<file path="config.mk">
export PLATFORM = sky130hd
export DESIGN_NAME = fp_multiplier
export DESIGN_NICKNAME = d
export VERILOG_FILES = /design/src/rtl/fp_pkg.sv /design/src/rtl/fp_round_pack.sv /design/src/rtl/fp_multiplier.sv
export SDC_FILE = /design/constraint.sdc
export NUM_CORES = 2
export LEC_CHECK = 0
export CAP_MARGIN = 0
export CORE_MARGIN = 2
export CORE_UTILIZATION = 40
export CTS_CLUSTER_SIZE = 40
export DETAILED_ROUTE_END_ITERATION = 16
export PLACE_DENSITY = 0.65
export RECOVER_POWER = 25
export SYNTH_ARGS = -nofsm -noshare
export SYNTH_HDL_FRONTEND = slang
export SYNTH_SLANG_ARGS = --single-unit
</file>
<file path="constraint.sdc">
create_clock -name clk -period 13.5 [get_ports clk]
set_clock_uncertainty 0.15 [all_clocks]
set_input_delay 2.025 -clock clk [delete_from_list [all_inputs] [get_ports clk]]
set_output_delay 2.025 -clock clk [all_outputs]
set_load 0.03 [all_outputs]
</file>
<file path="src/rtl/fp_pkg.sv">
`default_nettype none
// ============================================================================
//  Module      : fp_pkg
//  Description : Shared binary32 definitions for the floating-point multiplier:
//                bias and special-value constants, the packed field view of a
//                binary32 word, the operand classification enum and a
//                classification helper.
//  Revision    : 1.0 - initial release
// ============================================================================
package fp_pkg;

   localparam logic [9:0]  FP_EXP_BIAS = 10'd127;
   localparam logic [31:0] FP_QNAN     = 32'h7FC0_0000;
   localparam logic [31:0] FP_POS_INF  = 32'h7F80_0000;

   typedef struct packed {
      logic        sign;
      logic [7:0]  exp;
      logic [22:0] man;
   } fp32_t;

   typedef enum logic [1:0] {
      FP_ZERO   = 2'd0,
      FP_NORMAL = 2'd1,
      FP_INF    = 2'd2,
      FP_NAN    = 2'd3
   } fp_class_e;

   // exp == 0 covers subnormals too: they are flushed to zero.
   function automatic fp_class_e fp_classify(input fp32_t x);
      fp_class_e c;
      c = FP_NORMAL;
      if (x.exp == 8'd0) begin
         c = FP_ZERO;
      end else if (x.exp == 8'hFF) begin
         c = (x.man == 23'd0) ? FP_INF : FP_NAN;
      end
      return c;
   endfunction

endpackage
`default_nettype wire

</file>
<file path="src/rtl/fp_round_pack.sv">
`default_nettype none
// ============================================================================
//  Module      : fp_round_pack
//  Description : Combinational normalize / round-to-nearest-even / pack stage
//                of the binary32 multiplier. Selects the precomputed special
//                result when the operands were not both normal.
//  Ports       : i_prod        48-bit mantissa product {1,ma}*{1,mb}
//                i_exp         biased exponent sum ea+eb-127 (10-bit signed)
//                i_sign        result sign
//                i_special     use i_special_res instead of the datapath
//                i_special_res packed NaN / inf / zero result
//                i_invalid     invalid flag of the special result (flags build)
//                o_p           packed binary32 result
//                o_flags       {invalid, overflow, underflow, inexact}
//                              (only with FP_MUL_FLAGS_EN)
//  Config      : FP_MUL_FLAGS_EN enables the flag inputs/outputs.
//  Revision    : 1.0 - initial release
// ============================================================================
module fp_round_pack (
   input  logic               i_sign,
   input  logic signed [9:0]  i_exp,
   input  logic        [47:0] i_prod,
   input  logic               i_special,
   input  logic        [31:0] i_special_res,
`ifdef FP_MUL_FLAGS_EN
   input  logic               i_invalid,
   output logic        [3:0]  o_flags,
`endif
   output logic        [31:0] o_p
);

   logic signed [9:0] w_exp_n;
   logic signed [9:0] w_exp_f;
   logic        [22:0] w_mant;
   logic        [23:0] w_mant_r;
   logic               w_g;
   logic               w_r;
   logic               w_s;
   logic               w_round_up;
   logic               w_ovf;
   logic               w_unf;

   always_comb begin
      // Product in [1,2): leading one at bit 46.
      w_exp_n = i_exp;
      w_mant  = i_prod[45:23];
      w_g     = i_prod[22];
      w_r     = i_prod[21];
      w_s     = |i_prod[20:0];
      // Product in [2,4): leading one at bit 47, shift right by one.
      if (i_prod[47]) begin
         w_exp_n = i_exp + 10'sd1;
         w_mant  = i_prod[46:24];
         w_g     = i_prod[23];
         w_r     = i_prod[22];
         w_s     = |i_prod[21:0];
      end

      // Above half-ulp, or exact tie with an odd lsb.
      w_round_up = w_g & (w_r | w_s | w_mant[0]);
      w_mant_r   = {1'b0, w_mant} + {23'd0, w_round_up};
      // Carry out leaves the fraction field all-zero: only the exponent moves.
      w_exp_f    = w_mant_r[23] ? (w_exp_n + 10'sd1) : w_exp_n;

      w_ovf = (w_exp_f >= 10'sd255);
      w_unf = (w_exp_f <= 10'sd0);

      o_p = {i_sign, w_exp_f[7:0], w_mant_r[22:0]};
      if (i_special) begin
         o_p = i_special_res;
      end else if (w_ovf) begin
         o_p = {i_sign, 8'hFF, 23'd0};
      end else if (w_unf) begin
         o_p = {i_sign, 31'd0};
      end
   end

`ifdef FP_MUL_FLAGS_EN
   always_comb begin
      o_flags = 4'b0000;
      if (i_special) begin
         o_flags = {i_invalid, 3'b000};
      end else if (w_ovf) begin
         o_flags = 4'b0101;
      end else if (w_unf) begin
         o_flags = 4'b0011;
      end else begin
         o_flags = {3'b000, w_g | w_r | w_s};
      end
   end
`endif

endmodule
`default_nettype wire

</file>
<file path="src/rtl/fp_multiplier.sv">
`default_nettype none
// ============================================================================
//  Module      : fp_multiplier
//  Description : Three-stage pipelined binary32 multiplier, round-to-nearest-
//                even, flush-to-zero on subnormal inputs, no subnormal outputs.
//                S1 unpack/classify/exponent sum, S2 24x24 multiply,
//                S3 normalize/round/pack (fp_round_pack) into output registers.
//                One operand pair per clock, result 3 cycles later.
//  Ports       : clk       rising-edge clock
//                rst_n     asynchronous active-low reset
//                in_valid  a/b valid this cycle
//                a, b      binary32 operands
//                out_valid p valid this cycle (p holds otherwise)
//                p         binary32 product
//                flags     {invalid, overflow, underflow, inexact}
//                          (only with FP_MUL_FLAGS_EN)
//  Config      : FP_MUL_FLAGS_EN adds the flags port and its pipeline.
//  Revision    : 1.0 - initial release
// ============================================================================
module fp_multiplier
   import fp_pkg::*;
(
   input  logic        clk,
   input  logic        rst_n,
   input  logic        in_valid,
   input  logic [31:0] a,
   input  logic [31:0] b,
   output logic        out_valid,
`ifdef FP_MUL_FLAGS_EN
   output logic [3:0]  flags,
`endif
   output logic [31:0] p
);

   // ---------------- S1: unpack, classify, exponent sum ----------------
   fp32_t             w_a;
   fp32_t             w_b;
   fp_class_e         w_ca;
   fp_class_e         w_cb;
   logic              w_sign;
   logic              w_spec;
   logic              w_inv;
   logic       [31:0] w_spec_res;
   logic signed [9:0] w_exp_sum;

   assign w_a       = a;
   assign w_b       = b;
   assign w_ca      = fp_classify(w_a);
   assign w_cb      = fp_classify(w_b);
   assign w_sign    = w_a.sign ^ w_b.sign;
   // Modulo-2^10 arithmetic; range -125..381 fits the signed interpretation.
   assign w_exp_sum = {2'b00, w_a.exp} + {2'b00, w_b.exp} - FP_EXP_BIAS;

   always_comb begin
      w_spec     = 1'b0;
      w_inv      = 1'b0;
      w_spec_res = 32'd0;
      if ((w_ca == FP_NAN) || (w_cb == FP_NAN) ||
          ((w_ca == FP_ZERO) && (w_cb == FP_INF)) ||
          ((w_ca == FP_INF) && (w_cb == FP_ZERO))) begin
         w_spec     = 1'b1;
         w_inv      = 1'b1;
         w_spec_res = FP_QNAN;
      end else if ((w_ca == FP_INF) || (w_cb == FP_INF)) begin
         w_spec     = 1'b1;
         w_spec_res = FP_POS_INF | {w_sign, 31'd0};
      end else if ((w_ca == FP_ZERO) || (w_cb == FP_ZERO)) begin
         w_spec     = 1'b1;
         w_spec_res = {w_sign, 31'd0};
      end
   end

   logic              r_s1_valid;
   logic              r_s1_sign;
   logic signed [9:0] r_s1_exp;
   logic       [23:0] r_s1_ma;
   logic       [23:0] r_s1_mb;
   logic              r_s1_spec;
   logic       [31:0] r_s1_spec_res;

   always_ff @(posedge clk or negedge rst_n) begin
      if (!rst_n) begin
         r_s1_valid    <= 1'b0;
         r_s1_sign     <= 1'b0;
         r_s1_exp      <= 10'sd0;
         r_s1_ma       <= 24'd0;
         r_s1_mb       <= 24'd0;
         r_s1_spec     <= 1'b0;
         r_s1_spec_res <= 32'd0;
      end else begin
         r_s1_valid    <= in_valid;
         r_s1_sign     <= w_sign;
         r_s1_exp      <= w_exp_sum;
         r_s1_ma       <= {1'b1, w_a.man};
         r_s1_mb       <= {1'b1, w_b.man};
         r_s1_spec     <= w_spec;
         r_s1_spec_res <= w_spec_res;
      end
   end

   // ---------------- S2: 24x24 multiply ----------------
   logic              r_s2_valid;
   logic              r_s2_sign;
   logic signed [9:0] r_s2_exp;
   logic       [47:0] r_s2_prod;
   logic              r_s2_spec;
   logic       [31:0] r_s2_spec_res;

   always_ff @(posedge clk or negedge rst_n) begin
      if (!rst_n) begin
         r_s2_valid    <= 1'b0;
         r_s2_sign     <= 1'b0;
         r_s2_exp      <= 10'sd0;
         r_s2_prod     <= 48'd0;
         r_s2_spec     <= 1'b0;
         r_s2_spec_res <= 32'd0;
      end else begin
         r_s2_valid    <= r_s1_valid;
         r_s2_sign     <= r_s1_sign;
         r_s2_exp      <= r_s1_exp;
         r_s2_prod     <= 48'(r_s1_ma) * 48'(r_s1_mb);
         r_s2_spec     <= r_s1_spec;
         r_s2_spec_res <= r_s1_spec_res;
      end
   end

   // ---------------- S3: normalize, round, pack ----------------
   logic [31:0] w_p;
   logic        r_out_valid;
   logic [31:0] r_p;

`ifdef FP_MUL_FLAGS_EN
   logic       r_s1_inv;
   logic       r_s2_inv;
   logic [3:0] w_flags;
   logic [3:0] r_flags;

   always_ff @(posedge clk or negedge rst_n) begin
      if (!rst_n) begin
         r_s1_inv <= 1'b0;
         r_s2_inv <= 1'b0;
         r_flags  <= 4'd0;
      end else begin
         r_s1_inv <= w_inv;
         r_s2_inv <= r_s1_inv;
         if (r_s2_valid) begin
            r_flags <= w_flags;
         end
      end
   end

   assign flags = r_flags;
`else
   logic w_inv_unused;
   assign w_inv_unused = w_inv;
`endif

   fp_round_pack u_round_pack (
      .i_sign        (r_s2_sign),
      .i_exp         (r_s2_exp),
      .i_prod        (r_s2_prod),
      .i_special     (r_s2_spec),
      .i_special_res (r_s2_spec_res),
`ifdef FP_MUL_FLAGS_EN
      .i_invalid     (r_s2_inv),
      .o_flags       (w_flags),
`endif
      .o_p           (w_p)
   );

   always_ff @(posedge clk or negedge rst_n) begin
      if (!rst_n) begin
         r_out_valid <= 1'b0;
         r_p         <= 32'd0;
      end else begin
         r_out_valid <= r_s2_valid;
         if (r_s2_valid) begin
            r_p <= w_p;
         end
      end
   end

   assign out_valid = r_out_valid;
   assign p         = r_p;

endmodule
`default_nettype wire

</file>
==> metrics list <==
- The run finished, with violations left.
* Violations in the final reports: capacitance limit, slew limit
- Count of buffers inserted at the top-level ports: 99
- Instance count after placement with tap cells included: 3524
- Total DRC errors in the routed layout: 0
- Number of I/O pins: 100
- Number of nets with antenna violations after routing: 0
- Global routing used roughly 3.3% of the available met3 tracks.
* Area fraction of the dominant cell type after synthesis: 38.0%
- The floorplan step defined a core boundary enclosing 63000 um2.
- For met2 alone, demand over resource in global routing was 38.1%.
* Chain of cells forming the critical path: nand2_1, fa_1, fa_1, inv_1, fa_1, inv_1, fa_1, inv_1, fa_1, fa_1, inv_1, fa_1, inv_1, ha_1, a21oi_1, nand2_1, or3_1, o21ai_0, o31ai_1, a41o_1, a31oi_1, o21ai_0, xor2_1
- Number of clock sinks: 160
- Hold/Removal Path Class: reg2reg
- The final number of max-transition violations was approximately 110.
- The total overflow left after global routing is 0.
- The H-tree was split into 4 levels.
- Global routing's busiest layer: met2
* Routing usage on met1: 26.1%
* Total iterations of the first detailed-routing run: 5
- Cell count after synthesis: 2686
* Data arrival time of the worst path: 8370 ps
- The final hold violation count was 0.
* Parity-gate share of the synthesized area counting xor and xnor cells: 3.20%
* Die height: 256 um
- The final route contains 18400 vias.
- The number of antenna violations at the first check in global routing was 3.
- Share of synthesized area spent on multiplexers: 0.605%
- Setup repair after global routing left no endpoint under its margin.
* Relative area change from synthesis to final layout: 9.07%
- Each instance of the synthesized netlist takes up on average 9.47 um2.
- Worst-path maximum fanout: 24
- Buffers inserted by post-CTS timing repair: 0
- WHS: 201 ps
* Clk pin slew, worst setup/hold paths: 80 ps
- The floorplan has 92 rows.
- Detailed placement ended at an HPWL of 51100 um.
* Final Net Count: about 3400
- Category of the worst setup path capture point: flop
* Die X-Extent: approximately 260 um
- Number of buffers inserted for hold repair after clock tree synthesis: 0
- For this run, the total global-route usage over all layers was measured as 21.6%.
* Number of cells upsized or downsized after cts: 0
- The Yosys step of the flow raised 0 warnings.
- Slew at the pin closest to its max-slew limit: 5800 ps
- Total Wirelength: 67700 um
* Number of buffers created by CTS: 17
* Clock Path Buffers: 2
* CTS tree: built
- Vias in the first global route: 20400
- DR iter-0 viols: 1130
- Category of the worst setup path launch point: flop
- The first global-routing pass estimated between 100000 and 150000 um of wire.
- The post-route netlist has 2.62% of its cells at a drive strength greater than 1.
- Once routing completed, OpenROAD measured the worst setup slack at 5340 ps.
- Simple-Gate Fraction of Synth Area: 16.7%
- Proportion of register bits with asynchronous set or reset after synthesis: 100%
- Time the final worst path needs with I/O delays and setup: 8160 ps
- Worst EP required: around 14000 ps
- Largest net degree at the start of global routing: 109
* Fmax: 123 MHz
- Number of flip-flops and latches in the synthesized netlist: 160
* Combinational family with the most area after synthesis: adder cells
- Of the available clock period, the critical path in the final layout requires 60.4%.
* Average routed wire per standard cell: 19.0 um
- Cell type with the largest total area after synthesis: fa_1
- Summing every instance area after synthesis gives 25400 um2.
- Accumulated negative setup slack: 0 ps
- Summing the areas of all compound-gate instances in the mapped netlist gives 5.94% of the synthesized area.
* MaxCap Viol Count: 1
* Sequential-to-total area share from yosys stat: 15.7%
- In this run, distinct cell masters in the synthesized netlist total 68.
- On the critical path, the stage with the largest delay is an instance of dfrtp_1.
* Source-to-sink clock delay at the later pin of the worst-skew pair: 480 ps
- After synthesis, the cell types taking the most area are fa_1 38%, dfrtp_1 16%, ha_1 9.5%.
* Dominant register cell in the synthesized netlist: dfrtp_1
- Relative slew slack: -287%
- In the routed layout, each cell is associated on average with a via count of 5.18.
- The critical path in this run is classified as reg2reg.
- Filler cell count: 5977
- Setup violations remaining at the end of the flow were counted as 0.
- Among the stages of the critical path, the cell type that occurs most often is fa_1.
* Global placement routability congestion: 0.879
- Summing the areas of all fa, ha and maj instances in the mapped netlist gives 47.5% of the synthesized area.
* Pre-CTS setup slack: about 5500 ps
- For this configuration, the core starts out at a cell density of 40.4%.
* Number of enable flip-flop cells after synthesis: 0
- Root buf cell: clkbuf_16
* Area of the die: 65600 um2
- The number of nets handed over by synthesis was around 3400.
* Non-Filler Instances: approximately 3600
- On the worst path, the slowest cell contributes a delay of 1180 ps.
[final cells by class]
class | instances | area (um2) | area share (%)
flip-flops and latches | 160 | 4010 | 14.4
repair buffers | 121 | 1150 | 4.14
inverters | 560 | 2100 | 7.58
well taps | 846 | 1060 | 3.82
diodes | 3 | 7.51 | 0.0271
multi-input cells | 1837 | 18800 | 67.8
clock buffers | 17 | 425 | 1.53
clock inverters | 15 | 181 | 0.654
[per-stage QoR]
| stage | cell area, um2 | utilization [%] |
|---|---|---|
| 2_1_floorplan | 25400 | - |
| 3_3_place_gp | 27100 | 43.1 |
| 3_5_place_dp | 27100 | 43.1 |
| 4_1_cts | 27700 | 44.1 |
| 5_1_grt | 27700 | 44.1 |
| 6_report | 27700 | 44.1 |
[cell usage after synthesis, types with 5 or more instances]
library cell / instances
xor2_1: 31
clkbuf_1: 119
fa_1: 483
o211ai_1: 5
mux2i_1: 12
nand4_1: 20
a21o_1: 35
ha_1: 193
a21oi_1: 61
dfrtp_1: 160
and2_1: 311
nand2b_1: 6
a21boi_0: 5
nor2_1: 32
nor2b_1: 9
o21a_1: 5
nor4_1: 20
and3_1: 11
nor3b_1: 9
a31oi_1: 6
nand3_1: 26
inv_1: 559
o21ai_0: 37
o2bb2ai_1: 25
o21bai_1: 8
nor3_1: 10
nand2_1: 352
xnor2_1: 62
[critical path, delay by kind of cell (launching register included)]
kind	cells	cell delay, ps
xor+xnor	1	160
fa+ha+maj	8	3880
simple gates	3	620
flops	1	1180
compound gates	6	1780
buf+inv	5	260
[metal layers]
layer,part of all wire [%],vias up,wire length [um]
li1,-,8130,-
met1,39,9447,26200
met2,51,674,34800
met3,5.8,167,3920
met4,4.2,0,2850
met5,0,-,0
[worst paths after layout]
check	startpoint	to	slack (ps)	cells past startpoint
min in group asynchronous	rst_n	r_s2_spec_res[22]	3560	1
setup / recovery	r_s1_mb[10]	r_s2_prod[43]	5340	23
hold reg to reg	r_s1_spec_res[31]	r_s2_spec_res[31]	200	0
hold / removal	r_s1_spec_res[31]	r_s2_spec_res[31]	200	0
setup reg to reg	r_s1_mb[10]	r_s2_prod[43]	5340	23
max in group asynchronous	rst_n	r_s1_ma[3]	6390	1
[state kept, by name, summed over array words and instances, names as in the netlist]
name / cells
out_valid: 1
p: 32
r_s1_exp: 10
r_s1_ma: 24
r_s1_mb: 23
r_s1_sign: 1
r_s1_spec: 1
r_s1_spec_res: 3
r_s1_valid: 1
r_s2_exp: 10
r_s2_prod: 48
r_s2_sign: 1
r_s2_spec: 1
r_s2_spec_res: 3
r_s2_valid: 1
[cells in the final DEF (no fill, tap or decap), drive strengths merged, types with 11 or more instances in the layout]
master,instances
a21o,35
a21oi,61
and2,312
and3,11
buf,22
clkbuf,18
clkdlybuf4s50,50
dfrtp,160
dlygate4sd3,48
fa,483
ha,193
inv,567
mux2i,12
nand2,353
nand3,27
nand4,21
nor2,32
nor4,21
o21ai,38
o2bb2ai,25
xnor2,62
xor2,31
[logic make-up after synthesis]
| logic type | after synthesis |
|---|---|
| fa+ha+maj | 676 |
| simple gates | 828 |
| flops | 160 |
| buf+inv | 689 |
| other cells | 1 |
| compound gates | 224 |
| mux | 15 |
| xor+xnor | 93 |
Power is not shown: default switching activity piles up to over one toggle a cycle in this logic, so the estimate is an artifact.
